$ cat config.mk
export PLATFORM = sky130hd
export DESIGN_NAME = dpram_fifo_ctrl
export DESIGN_NICKNAME = d
export VERILOG_FILES = /design/src/rtl/dpram_fifo_ctrl.sv
export SDC_FILE = /design/constraint.sdc
export NUM_CORES = 1
export LEC_CHECK = 0
export ABC_AREA = 1
export ABC_CLOCK_PERIOD_IN_PS = 3640
export BUFFER_PORTS_ARGS = -buffer_cell sky130_fd_sc_hd__buf_2
export CAP_MARGIN = 0
export CORE_AREA = 2 2 57 59
export DETAILED_ROUTE_END_ITERATION = 8
export DIE_AREA = 0 0 59 61
export PLACE_DENSITY = 0.81
export SYNTH_ARGS = -nofsm -noshare
export SYNTH_HDL_FRONTEND = slang
export SYNTH_SLANG_ARGS = --single-unit
$ cat constraint.sdc
create_clock -name clock -period 3.64 [get_ports clock]
set_input_delay 0 -clock clock [delete_from_list [all_inputs] [get_ports clock]]
set_output_delay 0 -clock clock [all_outputs]
set_load 0.01 [all_outputs]
$ cat src/rtl/dpram_fifo_ctrl.sv
// Single-clock FIFO controller sequencing an external dual-port RAM with a
// registered (1-cycle) read port; owns pointers, occupancy and status flags.
module dpram_fifo_ctrl #(
    parameter int unsigned depth = 4,
    parameter int unsigned width = 16,
    parameter int unsigned size  = 16,
    parameter int unsigned afull = 12
) (
    input  logic               clock,
    input  logic               reset,
    input  logic               clear,
    input  logic               wr_req,
    input  logic [width-1:0]   wr_data,
    input  logic               rd_req,
    output logic [width-1:0]   rd_data,
    output logic               rd_valid,
    output logic               full,
    output logic               empty,
    output logic               almost_full,
    output logic [depth:0]     count,
    output logic               overflow,
    output logic               underrun,
    output logic               ram_wen,
    output logic [depth-1:0]   ram_waddr,
    output logic [width-1:0]   ram_wdata,
    output logic [depth-1:0]   ram_raddr,
    input  logic [width-1:0]   ram_rdata
);

    localparam int unsigned CNT_W = depth + 1;
    localparam logic [depth-1:0] PTR_LAST = depth'(size - 1);
    localparam logic [depth:0]   CNT_FULL = CNT_W'(size);
    localparam logic [depth:0]   CNT_AF   = CNT_W'(afull);

    logic [depth-1:0] wr_ptr_q, wr_ptr_d;
    logic [depth-1:0] rd_ptr_q, rd_ptr_d;
    logic [depth:0]   count_q, count_d;
    logic             rd_valid_q, rd_valid_d;
    logic             overflow_q, overflow_d;
    logic             underrun_q, underrun_d;
    logic             flush;
    logic             wa;
    logic             ra;

    assign flush       = reset | clear;
    assign full        = (count_q == CNT_FULL);
    assign empty       = (count_q == '0);
    assign almost_full = (count_q >= CNT_AF);

    // Requests in a reset/clear cycle are dropped, including the RAM write strobe.
    assign wa = wr_req & ~full  & ~flush;
    assign ra = rd_req & ~empty & ~flush;

    assign ram_wen   = wa;
    assign ram_waddr = wr_ptr_q;
    assign ram_wdata = wr_data;
    assign ram_raddr = rd_ptr_q;

    assign rd_data  = ram_rdata;
    assign rd_valid = rd_valid_q;
    assign count    = count_q;
    assign overflow = overflow_q;
    assign underrun = underrun_q;

    always_comb begin
        wr_ptr_d   = wr_ptr_q;
        rd_ptr_d   = rd_ptr_q;
        count_d    = count_q;
        rd_valid_d = ra;
        overflow_d = overflow_q | (wr_req & full);
        underrun_d = underrun_q | (rd_req & empty);
        if (wa) begin
            wr_ptr_d = (wr_ptr_q == PTR_LAST) ? '0 : wr_ptr_q + 1'b1;
        end
        if (ra) begin
            rd_ptr_d = (rd_ptr_q == PTR_LAST) ? '0 : rd_ptr_q + 1'b1;
        end
        if (wa && !ra) begin
            count_d = count_q + 1'b1;
        end else if (ra && !wa) begin
            count_d = count_q - 1'b1;
        end
    end

    always_ff @(posedge clock) begin
        if (flush) begin
            wr_ptr_q   <= '0;
            rd_ptr_q   <= '0;
            count_q    <= '0;
            rd_valid_q <= 1'b0;
            overflow_q <= 1'b0;
            underrun_q <= 1'b0;
        end else begin
            wr_ptr_q   <= wr_ptr_d;
            rd_ptr_q   <= rd_ptr_d;
            count_q    <= count_d;
            rd_valid_q <= rd_valid_d;
            overflow_q <= overflow_d;
            underrun_q <= underrun_d;
        end
    end

endmodule
* Word-level counts from Yosys, hierarchy flattened
Cells that the tools add are included.
** Word-level totals
- Bits in registers :: 16
- Bits in latches :: 0
- Bits in writable memories :: 0
- Bits in read-only memories :: 0
- Output and inout bits :: 52
- Logic and storage cells :: 36
- Memories :: 0
** Operators by class
- $add $sub $neg :: 4
- Multipliers :: 0
- Div/mod/pow operators :: 0
- Magnitude comparators :: 1
- Equality and inequality tests :: 3
- Shift operators :: 0
- Mux-type cells :: 4
- Bitwise gates (word level) :: 12
- Reductions and logical operators :: 6
** Operators with widths (number)
- 2-to-1 mux 5 bit :: 2
- adder 4 x 1 -> 4 bit (second input constant) :: 2
- == test 4 bit (second input constant) :: 2
- 2-to-1 mux 4 bit :: 2
- AND 1 bit :: 6
- adder 5 x 1 -> 5 bit (second input constant) :: 1
- == test 5 bit (second input constant) :: 1
- >= comparator 5 x 4 -> 1 bit (second input constant) :: 1
- zero test 5 bit :: 1
- subtractor 5 x 1 -> 5 bit (second input constant) :: 1
- NOT 1 bit :: 3
- OR 1 bit :: 3
- logical AND 1 bit :: 2
- zero test 1 bit :: 2
- nonzero test 2 bit :: 1

* Depth between registers and ports, before layout
- Depth in word-level cells :: 8
- Gate-level depth with buffers :: 14

* Least setup slack after synthesis
No wires, ideal clock.
- Kind :: register -> register
- From :: register count_q[2] (netlist: count[2])
- To :: register count_q[3] (netlist: count[3])
- Arrival :: 1908 ps
- Data required time :: 3531 ps
- Setup slack :: 1623 ps
- Stages on the path, launching flop included :: 14
- Period minus slack after synthesis :: 2017 ps
- Path through :: dfxtp_1 > nor2_2 > nand3_4 > nand3_2 > inv_1 > ha_1 > inv_1 > ha_1 > a21oi_1 > nand2_1 > nand2_1 > nand3_1 > nand2_1 > inv_1
** Between the ends
- Word-level cells in the longest chain between the ends :: 7
- Elaborated cells on any way between the ends :: 17
- Classes of those cells :: add/sub (2); eq/ne (1); mux (2); bitwise (6); reduce/logical (6)
** RTL lines
- start: declaration :: line 37 : logic [depth:0] count_q, count_d;
- start signal: assignment :: line 96 : count_q <= count_d;
- == test 5 bit * :: line 46 : assign full = (count_q == CNT_FULL);
- NOT 1 bit * :: line 51 : assign wa = wr_req & ~full & ~flush;
- AND 1 bit * (2 in a row) :: line 51
- net ram_wen :: line 23 : output logic ram_wen,
- zero test 1 bit :: line 80 : end else if (ra && !wa) begin
- logical AND 1 bit :: line 80
- nonzero test 2 bit (no line)
The timed path passes the listed nets; every way through them passes the cells marked *. The select of a mux whose other input is x is not followed.
A chain may end at the register's enable or synchronous reset.

* Final worst setup path
- From :: register count_q[2] (netlist: count[2])
- To :: register count_q[3] (netlist: count[3])
** Between the ends
- Word-level cells in the longest chain between the ends :: 7
- Elaborated cells on any way between the ends :: 17
- Classes of those cells :: add/sub (2); eq/ne (1); mux (2); bitwise (6); reduce/logical (6)
** RTL lines
- branches (longest 7 deep; another with subtractor 5 x 1 -> 5 bit)
Parallel ways; which one is timed is not known. The select of a mux whose other input is x is not followed.

==> metrics.txt <==
post-cts hold buffer count 0; Min Clock Period, post-route 2210 ps; first-pass GRT wire length 3.57 mm; antenna violations before repair 0; CTS buffer count 3; Skew-Pair Late Insertion Delay 290 ps; status complete, no violations; share of post-route cells with drive strength above 1 23.8%; Clock Pin Slew Worst Setup and Hold Paths 90 ps; Worst-Margin Slew 489 ps; Hold Crit Class input pin to primary output; top-area cell type share of the netlist area 26.4%; Mapped Avg Cell Area 7.17 sq um; Register-to-Register Setup Slack 1430 ps; RSZ-0062 raised after global routing no; CTS resizes 0; post-synthesis sequential area ratio 26.4%; TritonCTS clock tree yes; Num Clock Sinks 16; Cells after Synth 169; Leak 0.638 nW; Final Max Slew Viols 0; Final #Nets 210; core area 2950 sq um; GR Util All Layers 13.3%; Post-Syn Nets 214; commonest non-fill, non-tap cell in the layout nand2_1; reg-to-reg endpoint count[3]; # IOs 89; Total Die Area 3600 sq um; #FFs+latches synth 16; drt total wl 2.18 mm; Vias/cell 4.66; top cells by area, synth dfxtp_1 (26%), buf_4 (20%), nand2_1 (9.3%), inv_1 (8.1%), ha_1 (7.2%); Die X 59 um; Clock Path Buffers 2; # port buffers 24; R2R depth 14; GPL Wtd Cong 0.814; Critical Path RT 3850 ps; critical-path cell list nor2_2, nand3_4, nand2_4, nor2_4, inv_1, ha_1, inv_1, ha_1, a21oi_1, nand2_1, nand2_1, nand3_1, nand2_1, inv_1; Routed WL per cell 11.1 um; H-tree depth 1; CP Capture Type register; Final Cycle Share 60.6%; skew final 1.91 ps; Hold Crit Depth 0; die height 61 um; row count 20; DR iter-0 viols 37; global route overflow 0; TritonRoute pass-1 iters 4; Syn-to-layout area delta -3.93%; via count 918; CTS root buf clkbuf_4; Crit path largest cell delay 380 ps; min-delay src wr_data[14]; Max VDD drop 0.160 mV; placed cell areas 1130 sq um; Antenna diodes 0; reg-to-reg startpoint count[2]; setup violators final 0; Max Clock Freq 0.453 GHz; Fin. Hold Viols 0; largest net degree at the start of global routing 14; power density cells 315 nW/um^2; Antenna Nets Post-Route 0; final instance area 1160 sq um; Worst Hold Path EP ram_wdata[14]; Final Power 366 uW; dpl hpwl 1.67 mm; Unique masters post-synth 20; biggest area consumer among synthesized cells dfxtp_1; worst relative slew slack 67.3%; TNS Setup 0 ps; Setup Fix Bufs, Post-CTS 0; vias in the first global route 838; max cap viols 0; Setup CP Type register to register; CP Launch Type register; Crit path arrival time 2410 ps; critical path fanouts, max 6; Syn. warnings 0; most frequent cells in the layout nand2_1 (30), inv_1 (26), buf_2 (24), dfxtp_1 (16), nand3_1 (15); crit path max-delay cell type dfxtp_1; DRC 0; initial core utilization 41.0%; Mapped Area 1210 sq um
## metrics by stage
step | utilization (%) | cells | hold slack, ps | setup slack, ps
floorplan | - | 169 | 91.8 | 1620
global placement | 38.2 | 193 | 0.0686 | 1490
detailed placement | 38.2 | 193 | 0.0686 | 1450
CTS | 39.4 | 197 | 0.0686 | 1440
global route | 39.4 | 197 | 0.0151 | 1240
finish | 39.4 | 197 | 0.00282 | 1430
## final cells by class
| class | instances | area (sq um) |
|---|---|---|
| multi-input combinational | 91 | 537 |
| sequential | 16 | 320 |
| timing repair buffer | 24 | 120 |
| fill | 307 | 1790 |
| tap | 33 | 41.3 |
| clock buffer | 4 | 36.3 |
| inverter | 29 | 109 |
## logic make-up after synthesis
group           count (synthesis)  share of synthesized area (%)
compound gates                 18                           7.64
xor+xnor                        1                          0.723
fa+ha+maj                       8                           8.88
buf+inv                        62                           29.2
flops                          16                           26.4
simple gates                   64                           27.1
## synthesized netlist by cell type
cell and n:
nor2_2 2, fa_1 1, nor2_4 2, nand3_2 1
ha_1 7, inv_1 26, o21bai_1 1, dfxtp_1 16
nand3_4 2, nand2_4 1, nand2_1 30, nand3_1 15
buf_4 32, nand4_1 3, nor2_1 8, a21oi_1 10
o21ai_0 7, xnor2_1 1, inv_2 3, buf_2 1
## sequential cells by signal, summed over array words and instances, names as in the netlist
name and count:
count 5, overflow 1, ram_raddr 4, ram_waddr 4
rd_valid 1, underrun 1
## worst max-delay path by stage
stage	startpoint	to	slack, ps	cells after the start
2_1_floorplan	count[2]	count[3]	1620	13
3_3_place_gp	count[2]	count[3]	1490	13
3_5_place_dp	clear	count[3]	1450	14
4_1_cts	count[2]	count[3]	1440	14
5_1_grt	count[2]	count[3]	1240	14
6_report	count[2]	count[3]	1430	14
## layer usage
layer | up-vias | share of wire (%) | GRT usage [%]
li1 | 490 | - | -
met1 | 398 | 49 | 18.1
met2 | 30 | 44 | 18.3
met3 | 0 | 6.7 | 3.20
met4 | 0 | 0 | 9.09
met5 | - | 0 | 0
## critical path, delay by kind of cell, from the launching register on
| kind | cells | cell delay, ps |
|---|---|---|
| simple gates | 8 | 810 |
| compound gates | 1 | 200 |
| buf+inv | 3 | 200 |
| flops | 1 | 380 |
| fa+ha+maj | 2 | 530 |
## power by group
group | leakage, nW | internal (mW) | switching (mW)
sequential | 0.130 | 0.179 | 0.00582
clock | 0.0210 | 0.0610 | 0.0589
combinational | 0.487 | 0.0229 | 0.0383
total | 0.638 | 0.263 | 0.103
Power figures use the tool's default switching activity.
